`config.mk`:
```
export PLATFORM = sky130hd
export DESIGN_NAME = ft_channel_select
export DESIGN_NICKNAME = d
export VERILOG_FILES = /design/src/rtl/ft_channel_select.sv
export SDC_FILE = /design/constraint.sdc
export NUM_CORES = 1
export LEC_CHECK = 0
export CORE_UTILIZATION = 30
export CTS_CLUSTER_SIZE = 12
export DETAILED_ROUTE_END_ITERATION = 7
export DONT_BUFFER_PORTS = 1
export GPL_TIMING_DRIVEN = 0
export PLACE_DENSITY_LB_ADDON = 0.15
export SLEW_MARGIN = 20
export SYNTH_ARGS = -nofsm -noshare
export SYNTH_HDL_FRONTEND = slang
export SYNTH_SLANG_ARGS = --single-unit
```
`constraint.sdc`:
```
create_clock -name clk -period 1.5 [get_ports clk]
set_input_delay 0.075 -clock clk [delete_from_list [all_inputs] [get_ports clk]]
set_output_delay 0.075 -clock clk [all_outputs]
set_load 0.01 [all_outputs]
```
`src/rtl/ft_channel_select.sv`:
```
`default_nettype none
// +--------------------------------------------------------------------------+
// | ft_channel_select : registered N-way channel selector, fault failover.   |
// | Option macro FT_SELECT_STICKY_EN : sticky exclusion of abandoned copies. |
// | Rev 1.0                                                                  |
// +--------------------------------------------------------------------------+
module ft_channel_select #(
  parameter int NCH  = 4,
  parameter int W    = 8,
  parameter int HOLD = 3,
  localparam int SW  = $clog2(NCH)
) (
  input  logic             clk,
  input  logic             rst_n,
  input  logic [NCH*W-1:0] in_data,
  input  logic [NCH-1:0]   in_fault,
  input  logic             in_valid,
  input  logic             force_en,
  input  logic [SW-1:0]    force_sel,
  output logic [W-1:0]     out_data,
  output logic             out_valid,
  output logic [SW-1:0]    active_sel,
  output logic             failover,
  output logic             all_fail
);

  localparam int            CW     = $clog2(HOLD + 1);
  localparam logic [CW-1:0] HOLD_C = CW'(HOLD);
  localparam logic [SW:0]   NCH_C  = (SW + 1)'(NCH);

  typedef enum logic [1:0] {
    ST_ACTIVE   = 2'd0,
    ST_DEBOUNCE = 2'd1,
    ST_SWITCH   = 2'd2,
    ST_DEAD     = 2'd3
  } state_t;

  state_t        state;
  logic [CW-1:0] count;
  logic [NCH-1:0] healthy;
  logic          act_fault;
  logic          force_ok;
  logic          sw_found;
  logic          dead_found;
  logic [SW-1:0] sw_next;
  logic [SW-1:0] dead_next;
  logic [SW-1:0] ch;

`ifdef FT_SELECT_STICKY_EN
  logic [NCH-1:0] excl;
  assign healthy = ~in_fault & ~excl;
`else
  assign healthy = ~in_fault;
`endif

  assign act_fault = in_fault[active_sel];
  assign force_ok  = ({1'b0, force_sel} < NCH_C);

  // Walk from farthest to nearest so the nearest healthy channel wins; k==NCH is the
  // active channel itself, which only the DEAD recovery search may pick.
  always_comb begin
    sw_found   = 1'b0;
    dead_found = 1'b0;
    sw_next    = active_sel;
    dead_next  = active_sel;
    ch         = '0;
    for (int k = NCH; k >= 1; k--) begin
      ch = SW'((int'(active_sel) + k) % NCH);
      if (healthy[ch]) begin
        dead_found = 1'b1;
        dead_next  = ch;
        if (k != NCH) begin
          sw_found = 1'b1;
          sw_next  = ch;
        end
      end
    end
  end

  always_ff @(posedge clk or negedge rst_n) begin
    if (!rst_n) begin
      state      <= ST_ACTIVE;
      count      <= '0;
      active_sel <= '0;
      out_data   <= '0;
      out_valid  <= 1'b0;
      failover   <= 1'b0;
      all_fail   <= 1'b0;
`ifdef FT_SELECT_STICKY_EN
      excl       <= '0;
`endif
    end else begin
      failover  <= 1'b0;
      if (in_valid) begin
        out_data <= in_data[active_sel*W +: W];
      end
      out_valid <= in_valid & ~act_fault & (state != ST_DEAD);

      if (force_en) begin
        // Out-of-range selections leave everything frozen.
        if (force_ok) begin
          active_sel <= force_sel;
          state      <= ST_ACTIVE;
          count      <= '0;
          all_fail   <= 1'b0;
`ifdef FT_SELECT_STICKY_EN
          excl[force_sel] <= 1'b0;
`endif
        end
      end else begin
        case (state)
          ST_ACTIVE: begin
            if (act_fault) begin
              count <= CW'(1);
              state <= (HOLD == 1) ? ST_SWITCH : ST_DEBOUNCE;
            end
          end
          ST_DEBOUNCE: begin
            if (act_fault) begin
              count <= count + CW'(1);
              if (count + CW'(1) == HOLD_C) begin
                state <= ST_SWITCH;
              end
            end else begin
              count <= '0;
              state <= ST_ACTIVE;
            end
          end
          ST_SWITCH: begin
            count <= '0;
            if (sw_found) begin
              active_sel <= sw_next;
              failover   <= 1'b1;
              state      <= ST_ACTIVE;
`ifdef FT_SELECT_STICKY_EN
              excl[active_sel] <= 1'b1;
`endif
            end else begin
              all_fail <= 1'b1;
              state    <= ST_DEAD;
            end
          end
          ST_DEAD: begin
            if (dead_found) begin
              active_sel <= dead_next;
              all_fail   <= 1'b0;
              failover   <= 1'b1;
              state      <= ST_ACTIVE;
`ifdef FT_SELECT_STICKY_EN
              if (dead_next != active_sel) begin
                excl[active_sel] <= 1'b1;
              end
`endif
            end
          end
          default: state <= ST_ACTIVE;
        endcase
      end
    end
  end

endmodule
`default_nettype wire

```
==> impl_results.md <==
- Die Area: 0.00431 mm^2
- Ys Warns: 0
- Clk_skew: 0.00393 ns
- Setup Slack @ Placement: -0.260 ns
- FF-to-FF path depth: 6
- WS Path Type: reg2reg
- Clk Latency, worst-skew pair: 0.26 ns
- Clock share of power: 0.200
- Leak Pwr: 0.000643 uW
- Row Count: 22
- Number of port buffers: 0
- Io pins: 55
- Hold WS: 0.0233 ns
- Area grow syn2layout: 28.5%
- Worst Tran Pin Value: 0.802 ns
- Cell taking the most area after synthesis: dfrtp_1
- Critical-path cell list: buf_6 -> mux2_2 -> mux2i_4 -> a211o_1 -> o21a_1 -> o21ai_2
- Gate power share: 0.427
- Largest net degree at the start of global routing: 18
- Final setup vio count: 16
- Clock Sinks: 17
- Top_reg_cell synth: dfrtp_1
- Core area: 0.00377 mm^2
- Reg2Reg Setup Slack: -0.23 ns
- Final WS setup: -0.227 ns
- Tmin final: 1.73 ns
- GRT overflow: 0
- Dpl cell area: 0.00129 mm^2
- CTS tree: yes
- Peak VDD IR: 350 uV
- Share of async-settable or async-resettable flops after synthesis: 1.00
- Met3 usage: 0.0538
- Area of the multi-input gates: 823 um^2
- Starting Density: 0.322
- Max-cap viol count: 0
- Critical path arrival: 1.87 ns
- Seq/Total Area, Yosys: 0.350
- Psw: 631 uW
- Initial DRC count: 32
- Net count, final: 176
- CP max FO: 6
- Die W: 65.7 um
- Reg-to-Reg End: state[1]
- Hold path depth: 3
- Top cell type's share of synthesized area: 0.350
- Finished Cell Area: 0.00156 mm^2
- Sequential share of power: 0.373
- Slew margin rel.: 0.464
- Cell family with the largest share of critical-path delay: multiplexers
- Crit. End Element: register
- Drc violations: 0
- Post-Syn Nets: 158
- First-pass GRT wire length: 4500 um
- CTS clk-pin slew, worst paths: 0.07 ns
- Die Ht: 65.7 um
- Met2 global-route usage: 0.249
- CTS H-tree depth: 1
- Status: finished, violations left
- Fillcell total: 360
- Slowest-stage cell, CP: dfrtp_1
- Failing checks: setup timing
- Global-route usage over all layers: 0.140
- Via count: 970
- Endpoint, Worst Hold: active_sel[0]
- Critical Path Source Type: register
- Ant diodes: 0
- Most used routing layer: met2
- Clk root buf: clkbuf_8
- RSZ-0062 raised after global routing: yes
- R2R Path Start: active_sel[1]
- Critical Path RT: 1.64 ns
- Setup TNS: -2.30 ns
- CTS buffer count: 3
- Storage element area: 425 um^2
- Avg WL per Cell: 17.5 um
- Buf+Inv Stages, Crit Path: 1
- 1st-pass router iterations: 6
- Ranking of synthesized cells by area: dfrtp_1, mux4_2, mux2_2
- Total Power: 1800 uW
- Detailed placement HPWL: 2110 um
- Fin. Hold Viols: 0
- Mapped Area: 0.00122 mm^2
- Post-synthesis area per instance: 11.0 um^2
- Fin crit share: 1.15
- Synth cell types: 35
- FF+latch count, synth: 17
- Post-Synthesis Cells: 111
- Routed wire length: 3080 um
- RD Place Congestion: 0.749
- Mean number of vias per cell: 5.51
- Fmax: 579 MHz
- Share of layout cells above drive strength 1: 0.398
- Post-route ant nets: 0
- Worst min-delay path class: in2reg
- Clock buffer depth: 2
- Post-synth EDFFs: 0
- Most frequent cell after synthesis: dfrtp_1
- Final slew viol count: 0
- Switching share of total power: 0.351
- Cell Pwr Density: 1150 mW/mm^2
- Max incr delay on CP: 0.42 ns
- Vias in the first global route: 983
- Grt met1 use: 0.158
- Initial antenna violation count: 0
- Most frequent cells after synthesis: dfrtp_1, mux2_2, nor2_1, a21oi_1, mux4_2
- Hold_sp: force_en
- P_int: 1170 uW
-- sequential cells by signal, summed over array words and instances, names as in the netlist --
signal	cells
all_fail	1
active_sel	2
failover	1
count	2
out_data	8
state	2
out_valid	1
-- worst min-delay path: cells and delay by family --
family           cells  cell delay (ns)
AO/OA/AOI/OAI        1             0.08
AND/OR/NAND/NOR      2             0.09
-- kinds of logic (layout without fill, tap and decap cells) --
| group | Yosys count | in the layout | share of synthesized area |
|---|---|---|---|
| fa+ha+maj | 5 | 5 | 0.0514 |
| compound gates | 24 | 24 | 0.131 |
| mux | 22 | 22 | 0.285 |
| simple gates | 30 | 30 | 0.126 |
| xor+xnor | 1 | 1 | 0.00720 |
| buf+inv | 12 | 29 | 0.0504 |
| flops | 17 | 17 | 0.350 |
-- routing by layer --
metal | vias to the layer above | routed length, um | share of wire
li1 | 447 | - | -
met1 | 470 | 1200 | 0.39
met2 | 51 | 1520 | 0.50
met3 | 2 | 339 | 0.11
met4 | 0 | 8 | 0.0026
met5 | - | 0 | 0
-- power by group through the flow --
stage               Clock (uW)  Sequential, uW  Combinational (uW)
floorplan                    0             657                 503
global placement             0             677                 577
detailed placement           0             678                 588
CTS                        368             669                 654
global route               392             684                 841
finish                     360             670                 768
-- layout make-up --
cell class | instances | area share
tap | 48 | 0.0384
buffer | 6 | 0.0368
timing repair buffer | 13 | 0.0817
clock inverter | 1 | 0.00320
clock buffer | 3 | 0.0264
sequential | 17 | 0.272
inverter | 6 | 0.0144
multi-input combinational | 82 | 0.527
-- how the worst max path moves through the flow --
stage | from | endpoint | slack [ns] | depth (start not counted)
floorplan | active_sel[1] | active_sel[1] | -0.11 | 7
global placement | active_sel[1] | active_sel[1] | -0.25 | 7
detailed placement | active_sel[1] | active_sel[1] | -0.26 | 7
CTS | active_sel[1] | state[1] | -0.21 | 6
global route | active_sel[1] | state[1] | -0.29 | 6
finish | active_sel[1] | state[1] | -0.23 | 6
-- through the flow --
stage	util	cells
after floorplan	-	111
final	0.414	176
after detailed placement	0.343	159
after global placement	0.343	159
after global routing	0.414	176
after CTS	0.376	171
-- cells in the final DEF (no fill, tap or decap), types with 2 or more instances in the layout --
cell type	n
ha_1	5
nand3b_1	2
nand3_1	2
mux2_2	2
dfrtp_1	17
a21oi_1	7
inv_1	6
o21bai_1	2
clkbuf_8	3
nor2_1	10
nand2_1	4
nor3_1	2
mux2i_4	2
buf_6	4
o21ai_0	2
o31ai_1	2
buf_4	9
o21ai_2	3
dlygate4sd3_1	2
nand2b_1	2
mux2_4	9
mux4_2	8
-- timing repair --
item	4_1_cts	5_1_grt
resized for setup	5	21
setup buffers	6	4
endpoints found under the hold margin	18	0
hold buffers	2	0
cloned	0	1
pin swaps	5	3
endpoints found under the setup margin	16	17
(Power assumes the default switching activity.)
